File: src/rtl/mem_ctrl_pkg.sv
// Shared bus widths, request-size codes and FSM encodings for the memory controller.
package mem_ctrl_pkg;

    localparam int unsigned InstAddrW = 32;
    localparam int unsigned InstW     = 32;
    localparam int unsigned RamDataW  = 8;

    localparam logic [1:0] CnfNone = 2'd0;
    localparam logic [1:0] CnfByte = 2'd1;
    localparam logic [1:0] CnfHalf = 2'd2;
    localparam logic [1:0] CnfWord = 2'd3;

    localparam logic [1:0] StIdle    = 2'd0;
    localparam logic [1:0] StMemBusy = 2'd1;
    localparam logic [1:0] StIfBusy  = 2'd2;
    localparam logic [1:0] StDone    = 2'd3;

    function automatic logic [2:0] cnf_bytes(input logic [1:0] cnf);
        case (cnf)
            CnfByte: cnf_bytes = 3'd1;
            CnfHalf: cnf_bytes = 3'd2;
            default: cnf_bytes = 3'd4;
        endcase
    endfunction

endpackage

File: src/rtl/mem_ctrl_if.sv
// Fetch, MEM-stage and byte-wide RAM signals of the memory controller.
interface mem_ctrl_if;
    import mem_ctrl_pkg::*;

    logic                 if_req;
    logic [InstAddrW-1:0] if_addr;
    logic [InstW-1:0]     if_data;
    logic                 if_done;
    logic [InstAddrW-1:0] addr_mem;
    logic                 wr_mem;
    logic [InstW-1:0]     data_mem;
    logic [1:0]           cnf_mem;
    logic                 addr_needed;
    logic                 mem_working;
    logic                 mem_available;
    logic [InstW-1:0]     data_in;
    logic [RamDataW-1:0]  mem_din;
    logic [RamDataW-1:0]  mem_dout;
    logic [InstAddrW-1:0] mem_a;
    logic                 mem_wr;

    modport slave (
        input  if_req, if_addr, addr_mem, wr_mem, data_mem, cnf_mem, mem_din,
        output if_data, if_done, addr_needed, mem_working, mem_available, data_in,
        output mem_dout, mem_a, mem_wr
    );

    modport master (
        output if_req, if_addr, addr_mem, wr_mem, data_mem, cnf_mem, mem_din,
        input  if_data, if_done, addr_needed, mem_working, mem_available, data_in,
        input  mem_dout, mem_a, mem_wr
    );

endinterface

File: src/rtl/mem_ctrl.sv
// Serialises instruction fetches and MEM-stage loads/stores onto a byte-wide RAM
// with one-cycle read latency; MEM requests take priority over fetches.
module mem_ctrl
    import mem_ctrl_pkg::*;
(
    input logic       clk,
    input logic       rst,
    mem_ctrl_if.slave bus
);

    logic [1:0]           state_q, state_d;
    logic [InstAddrW-1:0] base_q, base_d;
    logic [InstW-1:0]     wdata_q, wdata_d;
    logic [InstW-1:0]     result_q, result_d;
    logic                 wr_q, wr_d;
    logic                 is_mem_q, is_mem_d;
    logic [2:0]           n_q, n_d;
    logic [2:0]           cnt_q, cnt_d;

    logic                 busy, addr_phase, accept_mem;
    logic [2:0]           last_cnt;
    logic [1:0]           cap_idx;
    logic [InstW-1:0]     wshift;

    assign busy       = (state_q == StMemBusy) || (state_q == StIfBusy);
    assign addr_phase = busy && (cnt_q < n_q);
    assign accept_mem = (state_q == StIdle) && (bus.cnf_mem != CnfNone);
    // Loads need one extra cycle to collect the byte returned for the last address.
    assign last_cnt   = wr_q ? (n_q - 3'd1) : n_q;
    assign cap_idx    = 2'(cnt_q - 3'd1);
    assign wshift     = wdata_q >> {cnt_q[1:0], 3'b000};

    always_comb begin
        state_d  = state_q;
        base_d   = base_q;
        wdata_d  = wdata_q;
        result_d = result_q;
        wr_d     = wr_q;
        is_mem_d = is_mem_q;
        n_d      = n_q;
        cnt_d    = cnt_q;
        case (state_q)
            StIdle: begin
                if (accept_mem) begin
                    state_d  = StMemBusy;
                    base_d   = bus.addr_mem;
                    wr_d     = bus.wr_mem;
                    wdata_d  = bus.data_mem;
                    n_d      = cnf_bytes(bus.cnf_mem);
                    is_mem_d = 1'b1;
                    cnt_d    = 3'd0;
                    result_d = '0;
                end else if (bus.if_req) begin
                    state_d  = StIfBusy;
                    base_d   = bus.if_addr;
                    wr_d     = 1'b0;
                    wdata_d  = '0;
                    n_d      = 3'd4;
                    is_mem_d = 1'b0;
                    cnt_d    = 3'd0;
                    result_d = '0;
                end
            end
            StMemBusy, StIfBusy: begin
                if (!wr_q && (cnt_q != 3'd0)) begin
                    result_d[{cap_idx, 3'b000} +: 8] = bus.mem_din;
                end
                if (cnt_q == last_cnt) begin
                    state_d = StDone;
                end else begin
                    cnt_d = cnt_q + 3'd1;
                end
            end
            default: state_d = StIdle;
        endcase
    end

    always_ff @(posedge clk) begin
        if (rst) begin
            state_q  <= StIdle;
            base_q   <= '0;
            wdata_q  <= '0;
            result_q <= '0;
            wr_q     <= 1'b0;
            is_mem_q <= 1'b0;
            n_q      <= 3'd0;
            cnt_q    <= 3'd0;
        end else begin
            state_q  <= state_d;
            base_q   <= base_d;
            wdata_q  <= wdata_d;
            result_q <= result_d;
            wr_q     <= wr_d;
            is_mem_q <= is_mem_d;
            n_q      <= n_d;
            cnt_q    <= cnt_d;
        end
    end

    // Every output is forced low while reset is held, even mid-transaction.
    assign bus.addr_needed   = !rst && (state_q == StIdle);
    assign bus.mem_working   = !rst && ((state_q == StMemBusy) || accept_mem);
    assign bus.mem_available = !rst && (state_q == StDone) && is_mem_q;
    assign bus.if_done       = !rst && (state_q == StDone) && !is_mem_q;
    assign bus.data_in       = bus.mem_available ? result_q : '0;
    assign bus.if_data       = bus.if_done ? result_q : '0;
    assign bus.mem_a         = (!rst && addr_phase) ? (base_q + {29'd0, cnt_q}) : '0;
    assign bus.mem_wr        = !rst && addr_phase && wr_q;
    assign bus.mem_dout      = bus.mem_wr ? wshift[7:0] : 8'd0;

endmodule
File: src/flat_wrapper.sv
// flat-port wrapper written by rule: the top's interface ports become plain ports
module mem_ctrl_flat import mem_ctrl_pkg::*;
  (clk, rst, bus_if_req, bus_if_addr, bus_addr_mem, bus_wr_mem, bus_data_mem, bus_cnf_mem, bus_mem_din, bus_if_data, bus_if_done, bus_addr_needed, bus_mem_working, bus_mem_available, bus_data_in, bus_mem_dout, bus_mem_a, bus_mem_wr);
  mem_ctrl_if bus_i ();
  input logic clk;
  input logic rst;
  input wire logic [$bits(bus_i.if_req)-1:0] bus_if_req;
  input wire logic [$bits(bus_i.if_addr)-1:0] bus_if_addr;
  input wire logic [$bits(bus_i.addr_mem)-1:0] bus_addr_mem;
  input wire logic [$bits(bus_i.wr_mem)-1:0] bus_wr_mem;
  input wire logic [$bits(bus_i.data_mem)-1:0] bus_data_mem;
  input wire logic [$bits(bus_i.cnf_mem)-1:0] bus_cnf_mem;
  input wire logic [$bits(bus_i.mem_din)-1:0] bus_mem_din;
  output wire logic [$bits(bus_i.if_data)-1:0] bus_if_data;
  output wire logic [$bits(bus_i.if_done)-1:0] bus_if_done;
  output wire logic [$bits(bus_i.addr_needed)-1:0] bus_addr_needed;
  output wire logic [$bits(bus_i.mem_working)-1:0] bus_mem_working;
  output wire logic [$bits(bus_i.mem_available)-1:0] bus_mem_available;
  output wire logic [$bits(bus_i.data_in)-1:0] bus_data_in;
  output wire logic [$bits(bus_i.mem_dout)-1:0] bus_mem_dout;
  output wire logic [$bits(bus_i.mem_a)-1:0] bus_mem_a;
  output wire logic [$bits(bus_i.mem_wr)-1:0] bus_mem_wr;
  assign bus_i.if_req = bus_if_req;
  assign bus_i.if_addr = bus_if_addr;
  assign bus_i.addr_mem = bus_addr_mem;
  assign bus_i.wr_mem = bus_wr_mem;
  assign bus_i.data_mem = bus_data_mem;
  assign bus_i.cnf_mem = bus_cnf_mem;
  assign bus_i.mem_din = bus_mem_din;
  assign bus_if_data = bus_i.if_data;
  assign bus_if_done = bus_i.if_done;
  assign bus_addr_needed = bus_i.addr_needed;
  assign bus_mem_working = bus_i.mem_working;
  assign bus_mem_available = bus_i.mem_available;
  assign bus_data_in = bus_i.data_in;
  assign bus_mem_dout = bus_i.mem_dout;
  assign bus_mem_a = bus_i.mem_a;
  assign bus_mem_wr = bus_i.mem_wr;
  mem_ctrl u_core (.clk(clk), .rst(rst), .bus(bus_i));
endmodule
File: config.mk
export PLATFORM = sky130hd
export DESIGN_NAME = mem_ctrl_flat
export DESIGN_NICKNAME = d
export VERILOG_FILES = /design/src/rtl/mem_ctrl_pkg.sv /design/src/rtl/mem_ctrl_if.sv /design/src/rtl/mem_ctrl.sv /design/src/flat_wrapper.sv
export SDC_FILE = /design/constraint.sdc
export NUM_CORES = 1
export LEC_CHECK = 0
export CAP_MARGIN = 10
export CORE_AREA = 2 2 155 119
export CTS_CLUSTER_SIZE = 30
export DETAILED_ROUTE_END_ITERATION = 8
export DIE_AREA = 0 0 157 121
export SLEW_MARGIN = 20
export SYNTH_ARGS = -nofsm -noshare
export SYNTH_HDL_FRONTEND = slang
export SYNTH_SLANG_ARGS = --single-unit
export TNS_END_PERCENT = 30
File: constraint.sdc
create_clock -name clk -period 5.4 [get_ports clk]
set_input_delay 1.08 -clock clk [delete_from_list [all_inputs] [get_ports clk]]
set_output_delay 1.08 -clock clk [all_outputs]
set_load 0.05 [all_outputs]
Yosys cells after proc, flatten, opt, wreduce, memory -nomap -nowiden
Index checks and enable logic that the tools add are counted.
Widths: inputs -> output; s select.
{ "totals": {"register_bits": 106, "inputBits": 110} }
{ "op_classes": {"muxes": 27, "n_eq_ne": 10, "reduce_logical": 25, "addsub": 5, "shifts": 3, "magnitude_cmp": 1} }
{ "ops": {"columns": ["cell", "count"], "rows": [
  ["$mux 32", 9],
  ["$pmux 32 s2", 1],
  ["$add 32x3->32", 1],
  ["$bwmux 32", 1],
  ["$shift 8x7->32 const A", 1],
  ["$shiftx 8x7->32", 1],
  ["$shr 32x5->8", 1],
  ["$mux 3", 6],
  ["$pmux 3 s2", 2],
  ["$logic_and 1x1->1", 10],
  ["$mux 8", 1],
  ["$neg 5->7", 1],
  ["$eq 2x2->1 const B", 3],
  ["$mux 2", 3],
  ["$reduce_and 3->1", 2],
  ["$reduce_bool 2->1", 3],
  ["$eq 2x1->1 const B", 2],
  ["$ne 2x1->1 const B", 2],
  ["$pmux 2 s2", 1],
  ["$reduce_and 2->1", 2],
  ["$add 3x1->3 const B", 1],
  ["$eq 3x3->1", 1],
  ["$logic_not 1->1", 3],
  ["$lt 3x3->1", 1],
  ["9 further kinds", 12]
]} }

Logic depth before layout (Yosys ltp)
{ "depth": {"word_depth": 6, "ltp_mapped": 9, "mapped_depth_nobuf": 9} }

Least setup slack after synthesis
Ideal clock, no wire load.
{ "synth_timing": {"path_kind": "register to output", "from": "reg u_core.cnt_q[1]", "to": "out bus_mem_a[24]", "n_path_buf": 1, "path_stages_with_launch": 10, "required_ns": 4.320, "path_slack_ns": 1.471, "arrival_ns": 2.849, "path_cell_list": "dfxtp_1 -> clkbuf_1 -> inv_1 -> fa_1 -> and2b_2 -> o21ai_4 -> or4_4 -> nor2_2 -> xnor2_1 -> nor2_2"} }
{ "synth_via": {"elab_chain_cells": 4} }
{ "synth_lines": {"columns": ["element", "line", "text"], "rows": [
  ["from (decl)", "mem_ctrl.sv:18", "logic [2:0] cnt_q, cnt_d;"],
  ["from (signal assigned)", "mem_ctrl.sv:96", "cnt_q <= cnt_d;"],
  ["parallel branches: the longest is 3 deep, another holds $add 32x3->32", null, null],
  ["$mux 32 (*)", "mem_ctrl.sv:107", "assign bus.mem_a = (!rst && addr_phase) ? (base_q + {29'd0, cnt_q}) : '0;"],
  ["to (decl)", "flat_wrapper.sv:21", "output wire logic [$bits(bus_i.mem_a)-1:0] bus_mem_a;"]
]} }
Every way passes the cells marked *.

Worst setup path after layout
{ "layout_timing": {"from": "reg u_core.state_q[0]", "to": "out bus_mem_a[2]"} }
{ "layout_via": {"elab_chain_cells": 5} }
{ "layout_lines": {"columns": ["element", "line", "text"], "rows": [
  ["from (decl)", "mem_ctrl.sv:11", "logic [1:0] state_q, state_d;"],
  ["from (signal assigned)", "mem_ctrl.sv:80", "state_q <= StIdle;"],
  ["from (signal assigned)", "mem_ctrl.sv:89", "state_q <= state_d;"],
  ["$eq 2x1->1 / $eq 2x2->1 (equally long branches)", "mem_ctrl.sv:25", "assign busy = (state_q == StMemBusy) || (state_q == StIfBusy);"],
  ["$logic_or 1x1->1 (*)", "mem_ctrl.sv:25", null],
  ["$logic_and 1x1->1 (*)", "mem_ctrl.sv:26", "assign addr_phase = busy && (cnt_q < n_q);"],
  ["$logic_and 1x1->1 (*)", "mem_ctrl.sv:107", null],
  ["$mux 32 (*)", "mem_ctrl.sv:107", null]
]} }
Every way passes the cells marked *; elsewhere a longest branch is shown, timed or not.

==> metrics.md <==
| Metric | Value |
|---|---|
| Site Rows | 42 |
| FF-to-FF Start | u_core.state_q[0] |
| Number of H-tree levels | 3 |
| DRT Wirelength | 17600 um |
| Layout area overhead | 44.0% |
| Top Ports | 219 |
| Initial Utilization | 0.344 |
| Post-CTS Hold Buffers | 0 |
| Vias in the first global route | a little over 5000 |
| Worst min path class | reg2reg |
| Synthesized Nets | 850 |
| Cells after synthesis | 722 |
| Min cycle time layout | ~4.5 ns |
| Number of diodes | 0 |
| Seq cells post-synth | 106 |
| R2r setup slk | between 2 and 3 ns |
| Die height | 121 um |
| Fmax | 222 MHz |
| Ys async rst share | 0 |
| NetSw | 1.31 mW |
| FF-to-FF path depth | 6 |
| Largest net degree at the start of global routing | between 80 and 90 |
| Number of synthesis warnings | 0 |
| ANT nets after route | 0 |
| CTS tree | yes |
| Hpwl dp | 12900 um |
| Via count | 5587 |
| Area contributors post-synth | dfxtp_1 35%, nor2_1 7.1%, and2_1 6.8%, a22oi_1 5.3%, mux2i_1 5.2% |
| Cell-internal power | 1.84 mW |
| Final net count | between 1000 and 1500 |
| Worst EP arrival | 3.42 ns |
| Clock skew | roughly 0.009 ns |
| Setup violators final | 0 |
| Fillers | roughly 1700 |
| Longest Clk Path Bufs | 2 |
| TritonCTS Buffers | 9 |
| Max cap viols | 0 |
| Min-Delay Endpoint | u_core.result_q[16] |
| Yosys top cell area share | 0.355 |
| Slew @ Worst Pin | between 0.9 and 1 ns |
| Crit path capture type | output pin |
| Grt ovf | 0 |
| Clk_lat worst skew | 0.35 ns |
| Final instance area | 8620 um^2 |
| Detailed-route wire length per cell | 15.2 um |
| Total Neg Setup Slack | 0 ns |
| Worst-path clk slew | 0.07 ns |
| Die area | 19000 um^2 |
| All-Layer GR Usage | 0.185 |
| Top FF cell, synth | dfxtp_1 |
| Synth area leader | dfxtp_1 |
| DRT iter0 DRCs | 319 |
| Reg-to-reg endpoint | u_core.result_q[12] |
| Relative slew slack | 0.371 |
| Seq/Total Area, Yosys | 0.355 |
| Post-Syn Area per Cell | 8.29 um^2 |
| Placed Instance Area | 8330 um^2 |
| Vias per cell | 4.83 |
| Synth cell types | between 50 and 60 |
| Post_cts resized | 0 |
| Reg power frac | 0.369 |
| Initial antenna violation count | 0 |
| DRC | 0 |
| Status | complete, no violations |
| Top post-synthesis cells by count | 113 x nor2_1, 106 x dfxtp_1, 65 x and2_1, 45 x nand2_1, 42 x a22oi_1 |
| Port-buffer cells | 218 |
| Routability Congestion | 0.791 |
| CP Max Fanout | 32 |
| RSZ-0062 raised after global routing | no |
| # clock sinks | roughly 110 |
| Post-CTS setup buffers | 0 |
| Worst setup SP type | register |
| Post-synth EDFFs | 0 |
| Final period utilization | 0.833 |
| First-pass GRT wire length | 27700 um |
| Worst ir drop on vdd | 0.211 mV |
| Count leader, synth | nor2_1 |
| Pre-antenna DRT Iters | 5 |
| Hold Crit Start | u_core.result_q[16] |
| PwrDens | 365 nW/um^2 |
| Crit Path Class | reg2out |
| Core ar. | approximately 17000 um^2 |
| CTS Root Cell | clkbuf_16 |
| Slew Viols, Final | 0 |
| WHS Path Cells | 2 |
| Worst EP required | 4.32 ns |
| Die width | 157 um |
| Logic pwr share | 0.427 |
| Leak | 3.13 nW |
| Share of cells above drive strength 1 | 0.0678 |
| Final-report hold violation count | 0 |
| Clock share of power | 0.204 |
| Sw Share | 0.416 |
| Post-synthesis instance area | about 6000 um^2 |
flip-flops by register name, summed over array words and instances, names as in the netlist:
| name | count |
|---|---|
| u_core.state_q | 2 |
| u_core.result_q | 32 |
| u_core.is_mem_q | 1 |
| u_core.n_q | 3 |
| u_core.cnt_q | 3 |
| u_core.base_q | 32 |
| u_core.wdata_q | 32 |
| u_core.wr_q | 1 |
how the worst max path moves through the flow:
stage                            from            end  slack, ns  cells after the start
floorplan             u_core.cnt_q[1]  bus_mem_a[24]       1.47                      9
global placement                  rst   bus_mem_a[2]       0.92                      6
detailed placement                rst   bus_mem_a[2]       0.90                      6
CTS                 u_core.state_q[0]   bus_mem_a[2]       0.76                      6
global route        u_core.state_q[0]   bus_mem_a[2]       0.68                      6
finish              u_core.state_q[0]   bus_mem_a[2]       0.90                      6
metal layers:
layer,GRT usage,up-vias,share of wire
met1,0.277,2535,0.52
met5,0,-,0
met2,0.259,161,0.40
met3,0.0536,10,0.071
met4,0.0413,0,0.0088
li1,-,2881,-
critical path: stages (launching register included):
cell,delay [ns]
dfxtp_1,0.36
inv_1,0.07
ha_1,0.63
nand2_1,0.15
or3_2,0.75
nor3_1,0.26
clkdlybuf4s50_1,0.84
power by group through the flow:
stage	clock network, mW	registers (mW)	logic (mW)
2_1_floorplan	0	1.12	1.02
3_3_place_gp	0	1.17	1.36
3_5_place_dp	0	1.18	1.36
4_1_cts	0.668	1.16	1.36
5_1_grt	0.693	1.19	1.50
6_report	0.642	1.16	1.35
cell type report:
cell class                      instances  area, um^2  area share
Clock buffer                           10         239      0.0277
Clock inverter                          6        47.5     0.00552
Inverter                               19        71.3     0.00828
Multi-Input combinational cell        548        3600       0.418
Sequential cell                       106        2120       0.246
Tap cell                              242         303      0.0351
Timing Repair Buffer                  225        2230       0.259
stage by stage:
| step | setup WS [ns] | hold WS [ns] | total power, mW | instances | utilization |
|---|---|---|---|---|---|
| after floorplan | 1.47 | 0.436 | 2.14 | 722 | - |
| after global placement | 0.915 | 0.450 | 2.53 | 1140 | 0.479 |
| after detailed placement | 0.897 | 0.455 | 2.54 | 1140 | 0.479 |
| after CTS | 0.764 | 0.465 | 3.19 | 1156 | 0.495 |
| after global routing | 0.684 | 0.480 | 3.39 | 1156 | 0.495 |
| final | 0.900 | 0.461 | 3.15 | 1156 | 0.495 |
logic make-up after synthesis:
| group | synth area share |
|---|---|
| AO/OA/AOI/OAI | 0.157 |
| XOR/XNOR | 0.0483 |
| adder cells (fa/ha/maj) | 0.0389 |
| buffers and inverters | 0.0464 |
| flip-flops | 0.355 |
| multiplexers | 0.0838 |
| AND/OR/NAND/NOR | 0.271 |
layout by cell type, fill, tap and decap left out, drive strengths merged, types with 2 or more instances in the layout:
| cell | instances |
|---|---|
| nand4 | 6 |
| clkbuf | 10 |
| xnor2 | 13 |
| nand2b | 3 |
| nor4 | 2 |
| mux4 | 8 |
| clkdlybuf4s50 | 217 |
| a22oi | 42 |
| nor2 | 121 |
| a31oi | 2 |
| inv | 22 |
| o21ai | 5 |
| nor2b | 12 |
| mux2i | 31 |
| a21o | 7 |
| nand3 | 40 |
| and2 | 65 |
| buf | 8 |
| xor2 | 20 |
| and3 | 7 |
| a21oi | 37 |
| o22ai | 3 |
| dfxtp | 106 |
| a211oi | 33 |
| nand2 | 46 |
| o31ai | 2 |
| ha | 17 |
| or2 | 2 |
| nor3 | 7 |
| and4 | 2 |
| clkinv | 2 |
No activity file was read; power rests on OpenSTA's default activity.
